## src/rtl/matrix_operand_streamer_pkg.sv

```systemverilog
// Shared constants, state encoding and nibble-select helper for the operand streamer.
package matrix_operand_streamer_pkg;

  localparam int NIBBLE_W  = 4;
  localparam int N_NIBBLES = 8;
  localparam int IDX_W     = 3;
  localparam int FRAME_W   = NIBBLE_W * N_NIBBLES;

  // Index of the final nibble in a frame (B11).
  localparam logic [IDX_W-1:0] LAST_IDX = IDX_W'(N_NIBBLES - 1);

  typedef enum logic [1:0] {
    ST_IDLE   = 2'd0,
    ST_CLEAR  = 2'd1,
    ST_STREAM = 2'd2,
    ST_DONE   = 2'd3
  } state_t;

  // Frame layout is {B11,B10,B01,B00,A11,A10,A01,A00}, so index k selects bits [4k+3:4k].
  function automatic logic [NIBBLE_W-1:0] frame_nibble(
    input logic [FRAME_W-1:0] frame,
    input logic [IDX_W-1:0]   idx
  );
    return frame[{idx, 2'b00} +: NIBBLE_W];
  endfunction

endpackage

```

## src/rtl/nibble_index_counter.sv

```systemverilog
// Nibble index counter: 3-bit up-counter with enable, wraps 7->0 synchronously.
module nibble_index_counter
  import matrix_operand_streamer_pkg::*;
(
  input  logic             clk,
  input  logic             i_rst,
  input  logic             i_en,
  output logic [IDX_W-1:0] o_idx,
  output logic [IDX_W-1:0] o_idx_next
);

  logic [IDX_W-1:0] r_idx;

  // Next index: advance when enabled, returning to 0 after the last nibble.
  always_comb begin
    o_idx_next = r_idx;
    if (i_en) begin
      if (r_idx == LAST_IDX) begin
        o_idx_next = '0;
      end else begin
        o_idx_next = r_idx + 1'b1;
      end
    end
  end

  // Index register, cleared asynchronously so an aborted frame restarts at A00.
  always_ff @(posedge clk or posedge i_rst) begin
    if (i_rst) begin
      r_idx <= '0;
    end else begin
      r_idx <= o_idx_next;
    end
  end

  assign o_idx = r_idx;

endmodule

```

## src/rtl/matrix_operand_streamer.sv

```systemverilog
// Matrix operand streamer: captures two packed 2x2 nibble matrices and feeds them,
// one nibble per cycle, to a serial multiplier after a configurable clear pulse.
// Every output is a register loaded from the next-state decode, so outputs describe
// the state entered at the most recent clock edge.
module matrix_operand_streamer
  import matrix_operand_streamer_pkg::*;
#(
  parameter int unsigned CLR_CYCLES = 1  // clear cycles before each frame, 1..4
)
(
  input  logic        clk,
  input  logic        mr,
  input  logic [15:0] mat_a,
  input  logic [15:0] mat_b,
  input  logic        in_valid,
  output logic        in_ready,
  input  logic        hold,
  output logic [3:0]  i_out,
  output logic        ce_out,
  output logic        clr_out,
  output logic        busy,
  output logic        done
);

  localparam logic [1:0] CLR_LAST = 2'(CLR_CYCLES - 1);

  state_t               r_state;
  state_t               w_state_next;
  logic [FRAME_W-1:0]   r_frame;
  logic [1:0]           r_clr_cnt;

  logic                 w_accept;
  logic                 w_idx_en;
  logic [IDX_W-1:0]     w_idx;
  logic [IDX_W-1:0]     w_idx_next;

  logic [NIBBLE_W-1:0]  w_i_out_next;
  logic                 w_ce_next;

  logic [NIBBLE_W-1:0]  r_i_out;
  logic                 r_ce;
  logic                 r_clr;
  logic                 r_busy;
  logic                 r_done;
  logic                 r_in_ready;

  assign w_accept = (r_state == ST_IDLE) && in_valid;
  // The index only moves when a nibble has been offered and the multiplier is not stalling.
  assign w_idx_en = (r_state == ST_STREAM) && !hold;

  nibble_index_counter u_idx (
    .clk        (clk),
    .i_rst      (mr),
    .i_en       (w_idx_en),
    .o_idx      (w_idx),
    .o_idx_next (w_idx_next)
  );

  // Next-state decode; hold is only looked at while streaming.
  always_comb begin
    w_state_next = r_state;
    case (r_state)
      ST_IDLE:   if (in_valid) w_state_next = ST_CLEAR;
      ST_CLEAR:  if (r_clr_cnt == CLR_LAST) w_state_next = ST_STREAM;
      ST_STREAM: if (!hold && (w_idx == LAST_IDX)) w_state_next = ST_DONE;
      ST_DONE:   w_state_next = ST_IDLE;
      default:   w_state_next = ST_IDLE;
    endcase
  end

  // Next nibble/enable: the first STREAM cycle always carries A00; afterwards a held
  // cycle repeats the current nibble with ce low, since it was already loaded.
  always_comb begin
    w_i_out_next = '0;
    w_ce_next    = 1'b0;
    if (w_state_next == ST_STREAM) begin
      w_i_out_next = frame_nibble(r_frame, w_idx_next);
      w_ce_next    = (r_state != ST_STREAM) || !hold;
    end
  end

  // State register.
  always_ff @(posedge clk or posedge mr) begin
    if (mr) begin
      r_state <= ST_IDLE;
    end else begin
      r_state <= w_state_next;
    end
  end

  // Frame capture, only on acceptance in IDLE so a busy frame cannot be overwritten.
  always_ff @(posedge clk or posedge mr) begin
    if (mr) begin
      r_frame <= '0;
    end else if (w_accept) begin
      r_frame <= {mat_b, mat_a};
    end
  end

  // Clear-cycle counter: runs only while in CLEAR, parked at 0 elsewhere.
  always_ff @(posedge clk or posedge mr) begin
    if (mr) begin
      r_clr_cnt <= '0;
    end else if (r_state == ST_CLEAR) begin
      r_clr_cnt <= r_clr_cnt + 1'b1;
    end else begin
      r_clr_cnt <= '0;
    end
  end

  // Registered outputs, decoded from the state being entered.
  always_ff @(posedge clk or posedge mr) begin
    if (mr) begin
      r_i_out    <= '0;
      r_ce       <= 1'b0;
      r_clr      <= 1'b0;
      r_busy     <= 1'b0;
      r_done     <= 1'b0;
      r_in_ready <= 1'b1;
    end else begin
      r_i_out    <= w_i_out_next;
      r_ce       <= w_ce_next;
      r_clr      <= (w_state_next == ST_CLEAR);
      r_busy     <= (w_state_next != ST_IDLE);
      r_done     <= (w_state_next == ST_DONE);
      r_in_ready <= (w_state_next == ST_IDLE);
    end
  end

  assign i_out    = r_i_out;
  assign ce_out   = r_ce;
  assign clr_out  = r_clr;
  assign busy     = r_busy;
  assign done     = r_done;
  assign in_ready = r_in_ready;

endmodule
```

## config.mk

```make
export PLATFORM = sky130hd
export DESIGN_NAME = matrix_operand_streamer
export DESIGN_NICKNAME = d
export VERILOG_FILES = /design/src/rtl/matrix_operand_streamer_pkg.sv /design/src/rtl/nibble_index_counter.sv /design/src/rtl/matrix_operand_streamer.sv
export SDC_FILE = /design/constraint.sdc
export NUM_CORES = 1
export LEC_CHECK = 0
export BUFFER_PORTS_ARGS = -buffer_cell sky130_fd_sc_hd__clkbuf_2
export CAP_MARGIN = 0
export CELL_PAD_IN_SITES_DETAIL_PLACEMENT = 2
export CELL_PAD_IN_SITES_GLOBAL_PLACEMENT = 2
export CORE_UTILIZATION = 39
export CTS_CLUSTER_DIAMETER = 150
export DETAILED_ROUTE_END_ITERATION = 10
export PLACE_DENSITY = 0.88
export SKIP_CTS_REPAIR_TIMING = 1
export SLEW_MARGIN = 15
export SYNTH_ARGS = -nofsm -noshare
export SYNTH_HDL_FRONTEND = slang
export SYNTH_SLANG_ARGS = --single-unit
```

## constraint.sdc

```tcl
create_clock -name clk -period 5.6 [get_ports clk]
set_input_delay 0.56 -clock clk [delete_from_list [all_inputs] [get_ports clk]]
set_output_delay 0.56 -clock clk [all_outputs]
set_load 0.01 [all_outputs]
```

==> results.py <==
metrics = {
    "placement": {
        "portBuffers": 44,
        "postPlaceCellArea_um2": 2540,
        "post-dp-hpwl_um": 3840,
        "gp_congestion": 0.827,
    },
    "cells_and_area": {
        "final_nets": 254,
        "area_growth_pct": 17.1,
        "design_area_um2": 2640,
        "regArea_um2": 1200,
        "layout_commonest_cell": "dfrtp_1",
        "final_cell_mix": "47 x dfrtp_1, 44 x clkbuf_2, 35 x mux2_2",
        "drive_gt1_frac": 0.447,
        "diodes": 0,
        "fin_util": 0.476,
        "num-fill-cells": 568,
        "multi_input_comb_area_um2": 993,
    },
    "pwr": {
        "clkPwrFrac": 0.140,
        "power_frac_seq": 0.417,
        "pwr_density_cell_nw_per_um2": 600,
        "internal_power_mw": 0.995,
        "p_comb_frac": 0.443,
        "power_leakage_nw": 1.20,
        "switchingPower_mw": 0.587,
        "swShare": 0.371,
        "ir_drop_mv": 0.240,
    },
    "yosys": {
        "syn_nets": 209,
        "syn-cell-area_um2": 2250,
        "synth_seq_cells": 48,
        "yosys_warnings": 0,
        "ys_types": 32,
        "syn_area_per_cell_um2": 13.2,
        "seq_area_frac_synth": 0.534,
        "syn-instance-count": 170,
    },
    "clocking": {
        "path_clk_slew_ns": 0.08,
        "cts_buffer_depth": 2,
        "cts_max_level": 2,
        "cts_tree": "done",
        "clkSinkCount": 48,
        "cts-root-buf": "clkbuf_8",
        "clock_latency_ns": 0.30,
        "numCtsBuffers": 5,
    },
    "grt": {
        "grt_pass1_wl_um": 8770,
        "grt_max_degree": 49,
        "grt_use_total": 0.191,
        "grt_overflow": 0,
        "grt_pass1_vias": 1724,
        "antenna_found_initial": 0,
    },
    "drt": {
        "routed_wl_um": 5120,
        "via_per_inst": 5.24,
        "drt_pass1_iterations": 3,
        "wl_per_cell_um": 17.8,
        "first_iter_violations": 41,
        "drc": 0,
        "vias": 1503,
        "ant_nets": 0,
    },
    "setup_path": {
        "slowest_delay_ns": 0.59,
        "worstPathArrival_ns": 2.89,
        "critPathKind": "flip-flop to flip-flop",
        "cp_cell_sequence": "nor3b_4, mux2i_2, inv_4, mux2i_1, a2111oi_0, o21a_1",
        "crit_family": "multiplexers",
        "start_kind": "flip-flop",
        "end_kind": "flip-flop",
        "critPathRequiredTime_ns": 5.84,
        "path_buf_inv": 1,
        "slowest_stage": "mux2i_2",
        "cp_max_fo": 11,
    },
    "timing": {
        "max-slew-margin-rel": 0.332,
        "rsz0062_at_grt": "false",
        "hold_viol_final": 0,
        "final.period_utilization": 0.473,
        "drv_slew": 0,
        "fin_crit_ns": 2.65,
        "worst_slew_pin_slew_ns": 1.00,
        "tns_ns": 0,
        "hold_ws_ns": 0.429,
        "finClkSkew_ns": 0.00586,
        "fmaxAchievable_ghz": 0.378,
        "setup_viol": 0,
    },
    "floorplanning": {
        "pin_count": 45,
        "die_height_um": 78.0,
        "die_x_um": 78.0,
        "core_um2": 5540,
        "rows": 27,
        "start_util": 0.406,
        "die_area_um2": 6080,
    },
    "run": {
        "maxCapViolations": 0,
    },
    "outcome": {
        "outcome": "finished, final reports clean",
    },
    "worst_hold_path": {
        "hold_path_class": "flip-flop to flip-flop",
    },
}
[synth_stat cells (all sizes together)]
| cell type | n | area [um2] |
|---|---|---|
| mux4 | 3 | 67.6 |
| a211o | 1 | 8.76 |
| nor3b | 1 | 18.8 |
| clkbuf | 4 | 15.0 |
| nor2b | 7 | 43.8 |
| nand2 | 6 | 22.5 |
| dfstp | 1 | 26.3 |
| nand2b | 3 | 18.8 |
| inv | 6 | 25.0 |
| mux2 | 36 | 405 |
| o22ai | 1 | 6.26 |
| nand3b | 1 | 7.51 |
| dfrtp | 47 | 1180 |
| a22oi | 1 | 7.51 |
| nor2 | 8 | 30.0 |
| a311oi | 1 | 8.76 |
| mux2i | 14 | 144 |
| nor3 | 3 | 15.0 |
| o21a | 2 | 15.0 |
| nand4b | 2 | 17.5 |
| a2111oi | 3 | 26.3 |
| o21ai | 1 | 5.00 |
| buf | 3 | 20.0 |
| ha | 3 | 37.5 |
| a211oi | 7 | 52.6 |
| and3 | 2 | 12.5 |
| a21oi | 1 | 5.00 |
| and2 | 2 | 12.5 |
[kinds of logic after synthesis]
logic type / after synthesis / synth area share
simple gates: 35 / 0.0884
flops: 48 / 0.534
buf+inv: 13 / 0.0267
compound gates: 18 / 0.0600
fa+ha+maj: 3 / 0.0167
mux: 53 / 0.274
[power groups by stage]
| stage | Combinational (mW) | Sequential [mW] | Clock [mW] |
|---|---|---|---|
| 4_1_cts | 0.715 | 0.665 | 0.225 |
| 3_3_place_gp | 0.669 | 0.657 | 0 |
| 3_5_place_dp | 0.708 | 0.670 | 0 |
| 2_1_floorplan | 0.561 | 0.611 | 0 |
| 6_report | 0.701 | 0.660 | 0.221 |
| 5_1_grt | 0.772 | 0.685 | 0.240 |
[state kept, by name, indices dropped and copies added (netlist names)]
signal	cells
busy	1
clr_out	1
r_state	2
i_out	4
done	1
ce_out	1
in_ready	1
u_idx.o_idx	3
r_frame	32
r_clr_cnt	2
[stage by stage]
stage	std cells	setup slack [ns]	total power, mW
floorplan	170	3.50	1.17
global placement	280	3.00	1.33
detailed placement	280	2.80	1.38
CTS	287	2.92	1.61
global route	287	2.75	1.70
finish	287	2.95	1.58
[layer usage]
metal  routed length (um)  track usage  vias up  share of wire
met5                    0            0        -              0
met4                   47       0.0444        0         0.0092
met3                  166       0.0400        7          0.032
met2                 2630        0.327       31           0.51
met1                 2270        0.248      761           0.44
li1                     -            -      704              -
[path summary, 6_finish.rpt]
check	to	startpoint	cells after the start	slack [ns]
setup / recovery	i_out[3]$_DFF_PP0_	r_state[1]$_DFF_PP0_	6	2.95
hold / removal	r_clr_cnt[0]$_DFF_PP0_	r_clr_cnt[0]$_DFF_PP0_	1	0.43
setup reg to reg	i_out[3]$_DFF_PP0_	r_state[1]$_DFF_PP0_	6	2.95
hold reg to reg	r_clr_cnt[0]$_DFF_PP0_	r_clr_cnt[0]$_DFF_PP0_	1	0.43
max in group asynchronous	r_frame[6]$_DFFE_PP0P_	mr	2	4.51
min in group asynchronous	r_frame[31]$_DFFE_PP0P_	mr	2	0.48
[cell type report]
cell class	instances	area share
inverter	6	0.00950
clock buffer	7	0.0366
timing repair buffer	45	0.0864
tap	72	0.0342
multi-input combinational	109	0.377
sequential	48	0.456
No activity file was read; power rests on OpenSTA's default activity.
